$ cat config.mk
export PLATFORM = sky130hd
export DESIGN_NAME = serial_frame_tx
export DESIGN_NICKNAME = d
export VERILOG_FILES = /design/src/rtl/serial_frame_tx.sv
export SDC_FILE = /design/constraint.sdc
export NUM_CORES = 1
export LEC_CHECK = 0
export CAP_MARGIN = 10
export CORE_MARGIN = 2
export CORE_UTILIZATION = 56
export DETAILED_ROUTE_END_ITERATION = 12
export PLACE_DENSITY = 0.82
export SLEW_MARGIN = 20
export SYNTH_ARGS = -nofsm -noshare
export SYNTH_HDL_FRONTEND = slang
export SYNTH_SLANG_ARGS = --single-unit
$ cat constraint.sdc
create_clock -name CLK -period 4.6 [get_ports CLK]
set_input_delay 0.46 -clock CLK [delete_from_list [all_inputs] [get_ports CLK]]
set_output_delay 0.46 -clock CLK [all_outputs]
set_load 0.02 [all_outputs]
$ cat src/rtl/serial_frame_tx.sv
// Parallel-to-serial frame transmitter: start bit (1), data MSB first,
// optional parity, stop bits (0); idle line level is 0.
module serial_frame_tx #(
  parameter int unsigned DATA_W     = 8,
  parameter int unsigned PARITY_EN  = 1,
  parameter int unsigned PARITY_ODD = 0,
  parameter int unsigned STOP_LEN   = 1
) (
  input  logic              CLK,
  input  logic              RST,
  input  logic              LOAD,
  input  logic [DATA_W-1:0] DATA_IN,
  output logic              Dout,
  output logic              BUSY,
  output logic              DONE,
  output logic              DROP
);

  // Counter is shared by the data phase (DATA_W-1 down to 0) and the stop phase.
  localparam int unsigned CNT_MAX = (DATA_W > STOP_LEN) ? DATA_W : STOP_LEN;
  localparam int unsigned CNT_W   = $clog2(CNT_MAX);

  typedef enum logic [2:0] {
    ST_IDLE   = 3'd0,
    ST_START  = 3'd1,
    ST_DATA   = 3'd2,
    ST_PARITY = 3'd3,
    ST_STOP   = 3'd4
  } state_t;

  function automatic logic frame_parity(input logic [DATA_W-1:0] word);
    frame_parity = (^word) ^ (PARITY_ODD != 0);
  endfunction

  state_t              state_r, state_s;
  logic [DATA_W-1:0]   shift_r, shift_s;
  logic [CNT_W-1:0]    cnt_r, cnt_s;
  logic                par_r, par_s;
  logic                dout_r, dout_s;
  logic                busy_r, busy_s;
  logic                done_r, done_s;
  logic                drop_r, drop_s;

  // State and output registers; reset clears everything immediately.
  always_ff @(posedge CLK or negedge RST) begin
    if (!RST) begin
      state_r <= ST_IDLE;
      shift_r <= {DATA_W{1'b0}};
      cnt_r   <= {CNT_W{1'b0}};
      par_r   <= 1'b0;
      dout_r  <= 1'b0;
      busy_r  <= 1'b0;
      done_r  <= 1'b0;
      drop_r  <= 1'b0;
    end else begin
      state_r <= state_s;
      shift_r <= shift_s;
      cnt_r   <= cnt_s;
      par_r   <= par_s;
      dout_r  <= dout_s;
      busy_r  <= busy_s;
      done_r  <= done_s;
      drop_r  <= drop_s;
    end
  end

  // Next-state and next-output logic for the frame sequencer.
  always_comb begin
    state_s = state_r;
    shift_s = shift_r;
    cnt_s   = cnt_r;
    par_s   = par_r;
    dout_s  = dout_r;
    busy_s  = busy_r;
    done_s  = 1'b0;
    // A request that lands while a frame is in flight (including the STOP exit edge) is lost.
    drop_s  = LOAD & busy_r;

    case (state_r)
      ST_IDLE: begin
        dout_s = 1'b0;
        if (LOAD) begin
          state_s = ST_START;
          shift_s = DATA_IN;
          par_s   = frame_parity(DATA_IN);
          dout_s  = 1'b1;
          busy_s  = 1'b1;
        end else begin
          state_s = ST_IDLE;
        end
      end

      ST_START: begin
        state_s = ST_DATA;
        dout_s  = shift_r[DATA_W-1];
        shift_s = {shift_r[DATA_W-2:0], 1'b0};
        cnt_s   = CNT_W'(DATA_W - 1);
      end

      ST_DATA: begin
        if (cnt_r == {CNT_W{1'b0}}) begin
          if (PARITY_EN != 0) begin
            state_s = ST_PARITY;
            dout_s  = par_r;
          end else begin
            state_s = ST_STOP;
            dout_s  = 1'b0;
            cnt_s   = CNT_W'(STOP_LEN - 1);
          end
        end else begin
          dout_s  = shift_r[DATA_W-1];
          shift_s = {shift_r[DATA_W-2:0], 1'b0};
          cnt_s   = cnt_r - CNT_W'(1);
        end
      end

      ST_PARITY: begin
        state_s = ST_STOP;
        dout_s  = 1'b0;
        cnt_s   = CNT_W'(STOP_LEN - 1);
      end

      ST_STOP: begin
        dout_s = 1'b0;
        if (cnt_r == {CNT_W{1'b0}}) begin
          state_s = ST_IDLE;
          busy_s  = 1'b0;
          done_s  = 1'b1;
        end else begin
          cnt_s = cnt_r - CNT_W'(1);
        end
      end

      default: begin
        state_s = ST_IDLE;
        shift_s = {DATA_W{1'b0}};
        cnt_s   = {CNT_W{1'b0}};
        par_s   = 1'b0;
        dout_s  = 1'b0;
        busy_s  = 1'b0;
      end
    endcase
  end

  assign Dout = dout_r;
  assign BUSY = busy_r;
  assign DONE = done_r;
  assign DROP = drop_r;

endmodule

# [After elaboration in Yosys (flattened, before gate mapping)]
# Index checks and enable logic that the tools add are counted.
[totals] regBits=19 latch_bits=0 ramBits=0 romBits=0 output_inout_bits=4 word_cells=54 n_memories=0
[classes] add_sub_neg=1 multipliers=0 n_div=0 order_cmp=0 eq_ne=9 shifts=0 mux=19 n_bitwise=5 n_reduce_logical=12
[op_table] cell="8-bit one-hot mux with 4 select lines" count=1
[op_table] cell="8-bit 2-to-1 mux" count=2
[op_table] cell="3-bit one-hot mux with 5 select lines" count=1
[op_table] cell="2-bit != test (second input constant)" count=5
[op_table] cell="3-bit 2-to-1 mux" count=3
[op_table] cell="3-bit one-hot mux with 3 select lines" count=1
[op_table] cell="1-bit 2-to-1 mux" count=8
[op_table] cell="8-bit parity" count=1
[op_table] cell="3-bit by 2-bit equality test with 1-bit output (second input constant)" count=2
[op_table] cell="3-bit logical NOT" count=2
[op_table] cell="1-bit one-hot mux with 3 select lines" count=2
[op_table] cell="2-bit AND reduction" count=3
[op_table] cell="3-bit AND reduction" count=2
[op_table] cell="1-bit inverter" count=4
[op_table] cell="2-bit OR reduction" count=2
[op_table] cell="4-bit OR reduction" count=1
[op_table] cell="3-bit by 1-bit equality test with 1-bit output (second input constant)" count=1
[op_table] cell="3-bit equality test (second input constant)" count=1
[op_table] cell="3-bit OR reduction" count=1
[op_table] cell="3-bit by 1-bit subtractor with 3-bit output (second input constant)" count=1
[op_table] cell="1-bit one-hot mux with 2 select lines" count=1
[op_table] cell="1-bit AND" count=1

# [Depth between registers and ports, before layout]
# Gate-level depths: netlist of the first run.
[logic_depth] word_depth=4 ltp_mapped=7

# [Worst setup path after synthesis of the first run]
# OpenSTA, ideal clock, no wires.
[synth_timing] kind="register -> register" startpoint="reg cnt_r[0]" endpoint="reg shift_r[1]" setup_time_ps=125 t_arrival_ps=1440 t_required_ps=4475 slack_ps=3035 path_stages_with_launch=8 path_buffers=1 synth_period_minus_slack_ps=1565 path_cell_list="dfrtp_1 inv_1 ha_1 nand2b_2 a21oi_1 a22o_1 buf_6 mux2_4"
[synth_between] elab_chain_cells=3
[synth_lines] item="start, declared" line="37" rtl="logic [CNT_W-1:0] cnt_r, cnt_s;"
[synth_lines] item="start signal, assigned" line="49" rtl="cnt_r <= {CNT_W{1'b0}};"
[synth_lines] item="start signal, assigned" line="58" rtl="cnt_r <= cnt_s;"
[synth_lines] item="3-bit logical NOT" line="101" rtl="if (cnt_r == {CNT_W{1'b0}}) begin"
[synth_lines] item="2-bit != test (no line)"
[synth_lines] item="3-bit AND reduction (no line)"
[synth_lines] item="end signal, assigned" line="48" rtl="shift_r <= {DATA_W{1'b0}};"
[synth_lines] item="end signal, assigned" line="57" rtl="shift_r <= shift_s;"
[synth_lines] item="end, declared" line="36" rtl="logic [DATA_W-1:0] shift_r, shift_s;"
# No other way between the ends.
# A chain may end at the register's enable or synchronous reset.

# [Final worst setup path of the first run]
[layout_timing] startpoint="reg cnt_r[0]" endpoint="reg shift_r[5]"
# Same word-level chain as after synthesis.

==> impl_results.md, run 1 <==
- Detailed Place HPWL: 1.374 mm
- Layout area overhead: 15.72%
- Post-synthesis net count: 110
- Layout cells sized above 1: roughly an eighth
- Synth warn: 0
- Vias per cell: 5.669
- R2r endpoint: shift_r[5]$_DFFE_PN0P_
- Hold Vio Cnt, Final: 0
- Clk slew on worst S/H paths: around 0.10 ns
- Max-cap violations: 0
- Total negative slack: 0 ns
- Avg Cell Area, Syn: 10.91 um^2
- Req. time, crit path: 4.77 ns
- Register Area: 475.5 um^2
- CTS tree: yes
- Path depth of the worst reg2reg path: 6
- Final setup viols: 0
- Total wire length: 1.882 mm
- CTS max path bufs: 2
- Commonest non-fill, non-tap cell in the layout: dfrtp_1
- Synth cell types: 31
- Slew Limit Fails: 0
- First DRT Iteration DRCs: 14
- Cts bufs inserted: 3
- Hold-fix buffers, CTS: 0
- CP Capture Type: flop
- Hold Startpoint: shift_r[4]$_DFFE_PN0P_
- Clock Skews: 0.002745 ns
- GR Overflow Total: 0
- Chip Width: 47.48 um
- Antenna-violating nets left: 0
- CTS root buffer: clkbuf_4
- Fillcell total: between 100 and 150
- Commonest non-fill, non-tap cells in the layout: 19 x dfrtp_1, 14 x clkdlybuf4s50_1, 9 x o21ai_0
- PD cells: 677.4 nW/um^2
- DRC violations left: 0
- Fmax: around 520 MHz
- Routability Congestion: ~0.84
- CP Max Fanout: 8
- GRT Total Usage: 19.10%
- Largest net degree at the start of global routing: 20
- Register area share after synthesis: 44.92%
- # rows: 15
- Postcts setup bufs: 0
- Routed wire per std cell: 13.84 um
- Non-Filler Instances: 136
- CORE AREA: about 1700 um^2
- PnR worst setup slack: 2.681 ns
- Status: finished clean
- Post-synthesis register bit count: 19
- Clock Latency Late Sink: 0.28 ns
- Static Leakage: approximately 0.53 nW
- RSZ-0062 raised after global routing: no
- Hold path cells: 1
- Internal reg-to-reg setup slack: 2.68 ns
- Synth Instances: 97
- Initial Utilization: 60.65%
- Number of top-level pins: 15
- Multi-input logic area: 536.8 um^2
- First-pass GRT wire length: 2.987 mm
- Initial antenna violation count: 0
- Vias: a little under 800
- Total die area: 2254 um^2
- DR pass1 iterations: 4
- Htree depth: 1
- Slew headroom: 44.27%
- Port buffer count: 14
- Setup WS pre-CTS: 2.617 ns
- Placed Cells: 132
- Hold WC Path Type: flop to flop
- Minimum clock period: 1.919 ns
- Total Power: 0.8298 mW
- Cell Area, Synth: 1059 um^2
- Clock tree sinks: 19
- Vias in the first global route: 694
- Post_cts resized: 0
- Worst R2R Start: cnt_r[0]$_DFFE_PN0P_
- Setup Crit Path Kind: flop to flop
- Setup crit start kind: flop
- Layout Nets: 125
- Antenna Cells: 0
- WP data arrival: between 2 and 2.5 ns
- Fin crit share: 41.73%
- Peak supply drop: 0.4844 mV
- Worst hold endpoint: shift_r[4]$_DFFE_PN0P_
- Die Ht: 47.48 um
- Worst Tran Pin Value: approximately 0.83 ns
-- per-stage QoR --
stage | util (%) | cell area, um^2 | hold WS [ns]
floorplan | - | 1059 | 0.1644
global placement | 68.67 | 1199 | 0.4993
detailed placement | 68.67 | 1199 | 0.5043
CTS | 70.18 | 1225 | 0.5319
global route | 70.18 | 1225 | 0.5499
finish | 70.18 | 1225 | 0.5307
-- critical path, cell delays in order, from the launching register on --
cell and delay, ns:
dfrtp_1 0.42, inv_1 0.09, ha_1 0.19, nand2b_2 0.12, a21oi_1 0.16, a22o_1 0.48, mux2_4 0.35
-- metal layers --
layer | wire length (um) | share of wire [%] | GRT usage (%) | up-vias
li1 | - | - | - | 375
met1 | 909 | 48 | 27.34 | 376
met2 | 889 | 47 | 29.73 | 18
met3 | 68 | 3.6 | 3.396 | 2
met4 | 14 | 0.74 | 5.556 | 0
met5 | 0 | 0 | 0 | -
-- registers in the layout (all words and copies together) (netlist names) --
register	cells
shift_r	8
cnt_r	3
state_r	3
BUSY	1
DONE	1
DROP	1
Dout	1
par_r	1
-- area by class of cell --
class	instances	share of cell area, %
inverters	4	1.226
clock buffers	4	2.145
multi-input cells	70	43.82
flip-flops and latches	19	38.82
repair buffers	14	11.44
well taps	25	2.554
-- synthesized netlist by cell type --
library cell	count	area (um^2)
dfrtp_1	19	475.5
o2111ai_1	1	8.760
buf_6	1	11.26
inv_2	1	3.750
buf_4	2	15.01
a31oi_1	1	6.260
nor3_4	1	16.27
o21ai_0	9	45.04
o21ai_1	1	5.000
nor3_1	2	10.01
nand2_1	7	26.28
and2_1	1	6.260
nand3b_1	1	7.510
a22o_1	8	70.07
mux2i_1	2	20.02
o21bai_1	1	7.510
nand3_1	3	15.01
xor2_1	2	17.52
inv_1	3	11.26
nand2b_1	5	31.28
o22ai_1	1	6.260
ha_1	2	25.02
and2b_1	1	7.510
o311ai_0	1	8.760
a21oi_2	1	8.760
nor2_1	3	11.26
a21oi_1	2	10.01
buf_2	1	5.000
mux2_4	7	105.1
nand2b_2	1	8.760
xnor2_1	6	52.55
-- where the power goes --
| part | internal, mW | leakage (nW) | switching (mW) |
|---|---|---|---|
| registers | 0.238 | 0.236 | 0.0792 |
| clock network | 0.0336 | 0.0150 | 0.0464 |
| logic | 0.234 | 0.276 | 0.199 |
| total | 0.505 | 0.527 | 0.325 |
-- cells by family after synthesis --
| kind of cell | after synthesis | share of synthesized area (%) |
|---|---|---|
| AO/OA/AOI/OAI | 26 | 16.67 |
| XOR/XNOR | 8 | 6.620 |
| adder cells (fa/ha/maj) | 2 | 2.364 |
| buffers and inverters | 8 | 4.372 |
| flip-flops | 19 | 44.92 |
| multiplexers | 9 | 11.82 |
| AND/OR/NAND/NOR | 25 | 13.24 |
-- worst max-delay path by stage --
stage	from	end	slack, ns	depth (start not counted)
after floorplan	cnt_r[0]$_DFFE_PN0P_	shift_r[1]$_DFFE_PN0P_	3.04	7
after global placement	LOAD	shift_r[4]$_DFFE_PN0P_	2.67	4
after detailed placement	LOAD	shift_r[5]$_DFFE_PN0P_	2.62	4
after CTS	cnt_r[0]$_DFFE_PN0P_	shift_r[5]$_DFFE_PN0P_	2.69	6
after global routing	cnt_r[0]$_DFFE_PN0P_	shift_r[4]$_DFFE_PN0P_	2.56	6
final	cnt_r[0]$_DFFE_PN0P_	shift_r[5]$_DFFE_PN0P_	2.68	6
No activity file was read; power rests on OpenSTA's default activity.
==> inputs of run 2 (changes only) <==
Settings changed: CORE_UTILIZATION 56 to 47, PLACE_DENSITY 0.82 to 0.73.
Clock period 4.6 ns to 1.75 ns, I/O delays scaled along.
==> impl_results.md, run 2 (synthesis results as in run 1) <==
- Status: finished clean
- Commonest non-fill, non-tap cell in the layout: dfrtp_1
- Slew Limit Fails: 0 (unchanged)
- First DRT Iteration DRCs: 22 (+8)
- Antenna Cells: 0 (unchanged)
- Layout Nets: 135 (+8.0%)
- Worst Tran Pin Value: 0.4430 ns (-0.3903 ns)
- Initial Utilization: 48.79% (-12 points)
- Total Power: 2.319 mW (+180%)
- Minimum clock period: 1.631 ns (-0.2888 ns)
- Worst R2R Start: cnt_r[0]$_DFFE_PN0P_
- PD cells: 1777 nW/um^2 (+160%)
- First-pass GRT wire length: 3.291 mm (+10%)
- Hold Vio Cnt, Final: 0 (unchanged)
- Clock Skews: 0.005407 ns (+0.002662 ns)
- Max-cap violations: 0 (unchanged)
- DRC violations left: 0 (unchanged)
- Largest net degree at the start of global routing: 20 (unchanged)
- Hold-fix buffers, CTS: 0 (unchanged)
- # rows: 17 (+2)
- CP Capture Type: flop
- Fin util: 60.15% (-10 points)
- Cts bufs inserted: 3 (unchanged)
- Peak supply drop: 0.9860 mV (+100%)
- Routed wire per std cell: 13.09 um (-5.4%)
- Port buffer count: 14 (unchanged)
- Total wire length: 1.951 mm (+3.7%)
- RSZ-0062 raised after global routing: no
- CTS root buffer: clkbuf_4
- Htree depth: 1 (unchanged)
- Slew headroom: 70.09% (+26 points)
- GR Overflow Total: 0 (unchanged)
- Final setup viols: 0 (unchanged)
- Hold_ws: 0.1948 ns (-0.3359 ns)
- Worst setup path startpoint: cnt_r[0]$_DFFE_PN0P_
- Antenna-violating nets left: 0 (unchanged)
- Vias per cell: 5.349 (-5.6%)
- Clock tree sinks: 19 (unchanged)
- Total die area: 2648 um^2 (+17%)
- Initial antenna violation count: 0 (unchanged)
- Vias: 797 (+3.4%)
- Clk slew on worst S/H paths: 0.11 ns (about the same)
- Req. time, crit path: 1.94 ns (-2.83 ns)
- WP data arrival: 1.82 ns (-0.27 ns)
- Postcts setup bufs: 0 (unchanged)
- Final Cell Area: 1305 um^2 (+6.5%)
- Hold WC Path Type: input port to asynchronous set/reset pin
- Largest register FFs: 8 (unchanged)
- Detailed Place HPWL: 1.497 mm (+8.9%)
- Largest regs: shift_r: 8 flops, cnt_r: 3 flops, state_r: 3 flops
- Total negative slack: 0 ns (unchanged)
- Most flops, register: shift_r
- Setup Crit Path Kind: flop to flop
- Fmax: 613.2 MHz (+18%)
- Post_cts resized: 0 (unchanged)
- Die Ht: 51.46 um (+8.4%)
- GRT Total Usage: 17.44% (-1.7 points)
- CORE AREA: 2170 um^2 (+24%)
- Commonest non-fill, non-tap cells in the layout: 19 x dfrtp_1, 14 x clkdlybuf4s50_1, 10 x buf_4
- Fin crit share: 93.18% (+51 points)
- Layout area overhead: 23.29%
- Vias in the first global route: 746 (+7.5%)
- Number of top-level pins: 15 (unchanged)
- Routability Congestion: 0.8210 (-1.9%)
- Clock Latency Late Sink: 0.29 ns (about the same)
- Layout cells sized above 1: 20.66% (+8.0 points)
- CP Max Fanout: 4 (-4)
- DR pass1 iterations: 4 (unchanged)
- Chip Width: 51.46 um (+8.4%)
- Setup crit start kind: flop
- CTS max path bufs: 2 (unchanged)
- Static Leakage: 0.5788 nW (+9.9%)
- Placed cell area: 1277 um^2 (+6.6%)
- CTS tree: yes
[run 2: cell types whose count changed in the layout (fill, tap and decap cells not counted), sizes merged]
cell	delta
clkinv	+1
clkbuf	-1
buf	+10
[run 2: routing by layer]
metal / part of all wire (%) / track usage, %
met3: 4.4 / 6.140
met5: 0 / 0
met2: 47 / 26.07
met1: 46 / 22.72
met4: 1.9 / 7.456
[run 2: cell type report]
cell class / instances / area, um^2
clock buffers: 3 / 22.52
clock inverters: 1 / 5.005
fillers: 186 / 864.6
inverters: 4 / 15.01
multi-input cells: 70 / 536.8
flip-flops and latches: 19 / 475.5
well taps: 28 / 35.03
repair buffers: 24 / 215.2
[run 2: stage by stage]
step	worst slack, ns	cells
final	0.1193	149
after global routing	0.007725	149
after CTS	0.1089	149
after detailed placement	0.1307	145
after global placement	0.1711	145
after floorplan	0.1852	97
[run 2: worst paths after layout]
| check | slack [ns] | cells after the start | end |
|---|---|---|---|
| hold reg to reg | 0.53 | 1 | shift_r[1]$_DFFE_PN0P_ |
| setup reg to reg | 0.12 | 7 | shift_r[5]$_DFFE_PN0P_ |
| hold / removal | 0.19 | 2 | state_r[2]$_DFFE_PN0P_ |
| max in group asynchronous | 1.35 | 2 | cnt_r[0]$_DFFE_PN0P_ |
| setup / recovery | 0.12 | 7 | shift_r[5]$_DFFE_PN0P_ |
| min in group CLK | 0.47 | 3 | shift_r[0]$_DFFE_PN0P_ |
[run 2: worst max-delay path, cell delays in order, from the launching register on]
cell      delay (ns)
dfrtp_1         0.42
inv_1           0.10
ha_1            0.19
nand2b_2        0.07
a21oi_1         0.14
a22o_1          0.16
buf_4           0.15
mux2_4          0.30
[run 2: power by group]
| part | leakage [nW] | internal, mW | total [mW] | switching [mW] |
|---|---|---|---|---|
| Combinational | 0.325 | 0.725 | 1.31 | 0.581 |
| Clock | 0.0177 | 0.0851 | 0.217 | 0.132 |
| Sequential | 0.236 | 0.626 | 0.795 | 0.169 |
==> inputs of run 3 (changes only) <==
Settings changed: REMOVE_ABC_BUFFERS set to 1.
==> impl_results.md, run 3 (synthesis results as in run 1) <==
- Static Leakage: 0.5686 nW (-1.8%)
- Sw Ratio: 37.85% (-0.19 points)
- Antenna Cells: 0 (unchanged)
- First DRT Iteration DRCs: 8 (-64%)
- Final setup viols: 0 (unchanged)
- Req. time, crit path: 1.94 ns (about the same)
- Commonest non-fill, non-tap cells in the layout: 19 x dfrtp_1, 14 x clkdlybuf4s50_1, 9 x o21ai_0
- Post_cts resized: 0 (unchanged)
- Seq pwr share: 35.6% (+1.3 points)
- Vias: 770 (-3.4%)
- Clk slew on worst S/H paths: 0.10 ns (about the same)
- PD cells: 1760 nW/um^2 (-0.94%)
- Slew Limit Fails: 0 (unchanged)
- GRT Total Usage: 16.65% (-0.79 points)
- Largest register FFs: 8 (unchanged)
- Total negative slack: 0 ns (unchanged)
- Largest net degree at the start of global routing: 20 (unchanged)
- Largest stage delay on the critical path: 0.42 ns (about the same)
- Antenna-violating nets left: 0 (unchanged)
- Routed wire per std cell: 12.69 um (-3.1%)
- Gate power share: 54.9% (-1.4 points)
- Htree depth: 1 (unchanged)
- Initial antenna violation count: 0 (unchanged)
- Chip Width: 51.46 um (unchanged)
- Layout Nets: 133 (-1.5%)
- Postcts setup bufs: 0 (unchanged)
- Fmax: 615.8 MHz (+0.41%)
- CP Capture Type: flop
- Max-cap violations: 0 (unchanged)
- RSZ-0062 raised after global routing: no
- First-pass GRT wire length: 3.208 mm (-2.5%)
- Minimum clock period: 1.624 ns (-0.006721 ns)
- Commonest non-fill, non-tap cell in the layout: dfrtp_1
- Largest regs: shift_r: 8 flops, cnt_r: 3 flops, state_r: 3 flops
- Initial Utilization: 48.79% (unchanged)
- Port buffer count: 14 (unchanged)
- GR Overflow Total: 0 (unchanged)
- Setup crit start kind: flop
- Hold-fix buffers, CTS: 0 (unchanged)
- Fin util: 59.46% (-0.69 points)
- DR pass1 iterations: 4 (unchanged)
- Detailed Place HPWL: 1.408 mm (-5.9%)
- CP Max Fanout: 4 (unchanged)
- Layout area overhead: 21.87%
- Hold Vio Cnt, Final: 0 (unchanged)
- CP cell instances: inv_1, ha_1, nand2b_2, a21oi_1, a22o_1, buf_4, mux2_4
- Psw: 0.8595 mW (-2.6%)
- Fin crit share: 92.80% (-0.38 points)
- Internal: 1.411 mW (-1.8%)
- Clock Skews: 0.003288 ns (-0.002119 ns)
- Cts bufs inserted: 3 (unchanged)
- Slowest CP cell: dfrtp_1
- CTS max path bufs: 2 (unchanged)
- Clock power frac: 9.5% (about the same)
- Slew headroom: 72.56% (+2.5 points)
- Hold WC Path Type: input port to asynchronous set/reset pin
- Setup Crit Path Kind: flop to flop
- Die Ht: 51.46 um (unchanged)
- WP data arrival: 1.81 ns (about the same)
- Routability Congestion: 0.7963 (-3.0%)
- Status: finished clean
- DRC violations left: 0 (unchanged)
- Peak supply drop: 1.138 mV (+15%)
- CORE AREA: 2170 um^2 (unchanged)
- Fillcell total: 199 (+7.0%)
- Layout cells sized above 1: 19.33% (-1.3 points)
- Most flops, register: shift_r
- Total die area: 2648 um^2 (unchanged)
- Clock Latency Late Sink: 0.29 ns (about the same)
- Vias per cell: 5.238 (-2.1%)
- # rows: 17 (unchanged)
- CTS root buffer: clkbuf_4
- Total wire length: 1.865 mm (-4.4%)
- Worst Tran Pin Value: 0.4116 ns (-0.03144 ns)
- Vias in the first global route: 753 (+0.94%)
- Number of top-level pins: 15 (unchanged)
- CTS tree: yes
- Clock tree sinks: 19 (unchanged)
## run 3: per-stage QoR
step	setup slack, ns	hold WS (ns)	std cells	cell area (um^2)	power (mW)
CTS	0.1084	0.1963	147	1290	2.297
finish	0.1260	0.2015	147	1290	2.271
global route	0.002476	0.1969	147	1290	2.490
floorplan	0.03961	-0.1206	93	1027	1.698
detailed placement	0.1375	0.5036	143	1262	2.069
global placement	0.1529	0.4927	143	1262	2.034
## run 3: worst paths after layout
kind | start | end | slack, ns | cells after the start
min reg2reg | par_r$_DFFE_PN0P_ | par_r$_DFFE_PN0P_ | 0.52 | 2
max reg2reg | cnt_r[0]$_DFFE_PN0P_ | shift_r[2]$_DFFE_PN0P_ | 0.13 | 7
min in group CLK | DATA_IN[0] | shift_r[0]$_DFFE_PN0P_ | 0.48 | 3
max | cnt_r[0]$_DFFE_PN0P_ | shift_r[2]$_DFFE_PN0P_ | 0.13 | 7
min | RST | cnt_r[1]$_DFFE_PN0P_ | 0.20 | 2
max in group asynchronous | RST | shift_r[2]$_DFFE_PN0P_ | 1.34 | 2
## run 3: critical path: cells and delay by family, from the launching register on
kind	cells	cell delay, ns
muxes	1	0.30
AOI/OAI and AO/OA	2	0.30
adders and majority gates	1	0.19
DFF	1	0.42
buffers and inverters	2	0.25
and+or+nand+nor	1	0.07
## run 3: layout make-up
class                      count  area [um^2]  share of cell area, %
inverter                       4        15.01                  1.164
tap                           28        35.03                  2.716
clock inverter                 1        5.005                 0.3880
timing repair buffer          22        200.2                  15.52
multi-input combinational     70        536.8                  41.61
sequential                    19        475.5                  36.86
clock buffer                   3        22.52                  1.746
## run 3: power groups by stage
stage                     logic [mW]  clock network, mW  registers, mW
after detailed placement        1.25                  0          0.815
final                           1.25              0.215          0.809
after CTS                       1.26              0.231          0.807
after floorplan                0.880                  0          0.817
after global routing            1.40              0.252          0.842
after global placement          1.22                  0          0.811
## run 3: metal layers
metal	share of wire, %	up-vias	track usage (%)
li1	-	389	-
met1	49	366	21.83
met2	46	13	25.43
met3	4.1	2	6.140
met4	0.75	0	5.263
met5	0	-	0
==> variant 1, RTL diff (config.mk and constraints of run 1) <==
Change the parameter `DATA_W` from 8 to 16.
--- a/src/rtl/serial_frame_tx.sv
+++ b/src/rtl/serial_frame_tx.sv
@@ -3,3 +3,3 @@
 module serial_frame_tx #(
-  parameter int unsigned DATA_W     = 8,
+  parameter int unsigned DATA_W     = 16,
   parameter int unsigned PARITY_EN  = 1,
Ports: changed (resized DATA_IN); port bits go from 15 to 23. No check against the original RTL was run, so the function may have changed too.
==> variant 1 against run 1 <==
Routed wire length up 98%. Synthesized area up 63%. Sequential cell count up 9. Die area up 57%. Worst setup slack worse by 0.34 ns. Clock skew up 0.0017 ns. Power up 61%. Largest cell class unchanged. Cell area up 63%.
==> variant 1: results (changes against run 1) <==
qor: outcome.status complete, no violations
qor: sta.hold_ws 0.4714 ns [-0.05932 ns]
qor: placement.place_worst_setup_slack 2.166 ns [-0.4513 ns]
qor: detailed_routing.route.met3.wl 111 um [+63%]
qor: global_routing.grt_use_met1 0.2755 [+0.002143]
qor: layout.number_of_non_filler_instances_in_the_completed_layout 239 [+76%]
qor: sta.clock-skew-final 0.004475 ns [+0.001730 ns]
qor: placement.hpwlAfterDp 2540 um [+85%]
qor: worst_setup_path.critical-path-top-delay-family flip-flops
qor: power_and_ir_drop.total_switching_power 0.5843 mW [+80%]
qor: global_routing.largest_net_degree_at_the_start_of_global_routing 33 [+65%]
qor: sta.slew_headroom 0.2443 [-0.1984]
qor: detailed_routing.drt_first_iter_violations 80 [+66]
qor: worst_setup_path.slowest_stage dfrtp_1
qor: layout.multi_input_comb_area 933.4 sq um [+74%]
qor: layout.drive_gt1_frac 0.06311 [-0.06302]
qor: clocking.worstSkewPairLatency 0.34 ns [+0.06 ns]
qor: placement.post_dp_cell_area 1937 sq um [+62%]
qor: synthesis.yosys-top-cells-area dfrtp_1 (41%), mux2i_1 (8.7%), xnor2_1 (7.6%)
qor: placement.dpl.cell_count 234 [+77%]
qor: detailed_routing.vias 1440 [+87%]
qor: global_routing.met3_usage 0.02620 [-0.007761]
qor: global_routing.track_usage 0.2322 [+0.04114]
qor: power_and_ir_drop.power_sequential 0.449 mW [+42%]
qor: detailed_routing.detail_route.wirelength 3729 um [+98%]
qor: synthesis.synth_nets 211 [+92%]
qor: worst_setup_path.cp_data_arrival_time 2.51 ns [+0.42 ns]
qor: global_routing.first_pass_grt_wire_length 6182 um [+110%]
qor: placement.finalWeightedCongestion 0.7841 [-6.3%]
qor: detailed_routing.wl_met2 1918 um [+120%]
qor: clocking.clock_transition_at_the_registers_of_the_reported_paths 0.16 ns [+0.06 ns]
qor: worst_setup_path.r2r.worst_path.cells 5 [-1]
qor: layout.reg_top3 shift_r: 16 flops, cnt_r: 4 flops, state_r: 3 flops
qor: worst_setup_path.crit_path_end shift_r[11]$_DFFE_PN0P_
qor: power_and_ir_drop.irDropWorstVdd 0.0002664 V [-45%]
qor: power_and_ir_drop.comb_power 0.716 mW [+65%]
[variant 1: cell count changes in the layout (fill, tap and decap cells not counted), moves of 9 or more]
| cell | change |
|---|---|
| a21oi_1 | +17 |
| dfrtp_1 | +9 |
| nor2_1 | +19 |
| o31ai_1 | +16 |
| mux2i_1 | +13 |
| xnor2_1 | +9 |
| nand2_1 | +10 |
[variant 1: kinds of logic (layout without fill, tap and decap cells)]
group | count (synthesis) | after routing | synth area share
flops | 28 | 28 | 0.4055
simple gates | 53 | 53 | 0.1412
compound gates | 56 | 56 | 0.2064
fa+ha+maj | 2 | 2 | 0.01448
buf+inv | 19 | 35 | 0.05938
mux | 15 | 15 | 0.08689
xor+xnor | 17 | 17 | 0.08617
[variant 1: layout make-up]
class | count | area share
multi-input combinational | 143 | 0.4665
sequential | 28 | 0.3502
timing repair buffer | 26 | 0.1270
tap | 33 | 0.02064
clock inverter | 1 | 0.01501
clock buffer | 3 | 0.01126
inverter | 5 | 0.009381
==> variant 2, RTL diff (flow settings as in run 1) <==
Made on the original files. Re-encode `state_t` (5 states) as one-hot, 5 bits wide.
--- a/src/rtl/serial_frame_tx.sv
+++ b/src/rtl/serial_frame_tx.sv
@@ -22,8 +22,8 @@
 
-  typedef enum logic [2:0] {
-    ST_IDLE   = 3'd0,
-    ST_START  = 3'd1,
-    ST_DATA   = 3'd2,
-    ST_PARITY = 3'd3,
-    ST_STOP   = 3'd4
+  typedef enum logic [4:0] {
+    ST_IDLE   = 5'b00001,
+    ST_START  = 5'b00010,
+    ST_DATA   = 5'b00100,
+    ST_PARITY = 5'b01000,
+    ST_STOP   = 5'b10000
   } state_t;
Behaviour: no difference found for any inputs over 10 cycles, from zero or initial values and one cycle with RST low; not proved beyond that.
==> variant 2 against run 1 <==
Sequential cell count is 2 higher. Via count grew 22%. Cell area is 13% higher. Utilization down 5.8 points. Power fell by 0.32%. Routed wire length up 31%. Synthesized area up 17%. Worst setup slack lost 0.10 ns. Largest cell class unchanged. Largest power group unchanged.
==> variant 2: results (changes against run 1) <==
qor: min_path.whs_endpoint par_r$_DFFE_PN0P_
qor: synthesis.distinct_cells_synth 46 [+48%]
qor: worst_setup_path.slowest_stage o311a_1
qor: detailed_routing.met1_length 1100 um [+21%]
qor: outcome.status complete, no violations
qor: worst_setup_path.cp_data_arrival_time 2.26 ns [+0.17 ns]
qor: worst_setup_path.r2r.worst_path.cells 7 [+1]
qor: detailed_routing.route.met3.wl 57 um [-16%]
qor: global_routing.largest_net_degree_at_the_start_of_global_routing 22 [+10%]
qor: layout.num-fill-cells 189 [+37%]
qor: synthesis.syn_inst 119 [+23%]
qor: layout.drive_gt1_frac 0.1231 [-0.003049]
qor: power_and_ir_drop.total_switching_power 0.3326 mW [+2.4%]
qor: global_routing.track_usage 0.2285 [+0.03746]
qor: synthesis.yosys-top-cells-area dfrtp_1 (40%), o21ai_0 (5.6%), xnor2_1 (5.6%)
qor: clocking.clock_transition_at_the_registers_of_the_reported_paths 0.12 ns [+0.02 ns]
qor: power_and_ir_drop.leakage 0.6183 nW [+17%]
qor: synthesis.ys_top_cells_by_count dfrtp_1 (20), o21ai_0 (14), a21oi_1 (9)
qor: detailed_routing.detail_route.wirelength 2458 um [+31%]
qor: sta.hold_ws 0.5002 ns [-0.03051 ns]
qor: synthesis.synth_nets 132 [+20%]
qor: placement.finalWeightedCongestion 0.8580 [+2.5%]
qor: layout.layout.nets 144 [+15%]
qor: global_routing.grt_pass1_vias 1000 [+44%]
qor: power_and_ir_drop.irDropWorstVdd 0.0003461 V [-29%]
qor: clocking.worstSkewPairLatency 0.30 ns [+0.02 ns]
qor: placement.hpwlAfterDp 1774 um [+29%]
qor: worst_setup_path.path_max_fanout 9 [+1]
qor: power_and_ir_drop.power.share.sequential 0.390 [+0.008]
qor: synthesis.synth_seq_area_share 0.4244 [-0.02478]
==> variant 2: cell types whose count changed after synthesis, sizes merged, moves of 5 or more <==
cell / run 1 / this run
a21oi: 3 / 9
a22o: 8 / 1
a2bb2oi: 0 / 7
nand2: 7 / 2
nand2b: 6 / 0
o21ai: 10 / 15
==> variant 2: final cells by class <==
class,count,area [sq um],share of cell area
inverter,6,22.52,0.01629
sequential,21,526.8,0.3810
clock buffer,3,22.52,0.01629
tap,28,35.03,0.02534
timing repair buffer,14,140.1,0.1014
multi-input combinational,85,630.6,0.4561
clock inverter,1,5.005,0.003620
==> variant 2: kinds of logic after synthesis <==
family          count (synthesis)  synth area share
compound gates                 38            0.1956
xor+xnor                       10           0.07662
fa+ha+maj                       2           0.02016
buf+inv                        13           0.06753
flops                          21            0.4244
mux                             4           0.04435
simple gates                   31            0.1714
==> variant 2: metal layers <==
metal,global-route usage,up-vias
met5,0,-
met4,0.08108,0
met3,0.02632,2
met2,0.4091,12
met1,0.2819,477
li1,-,452
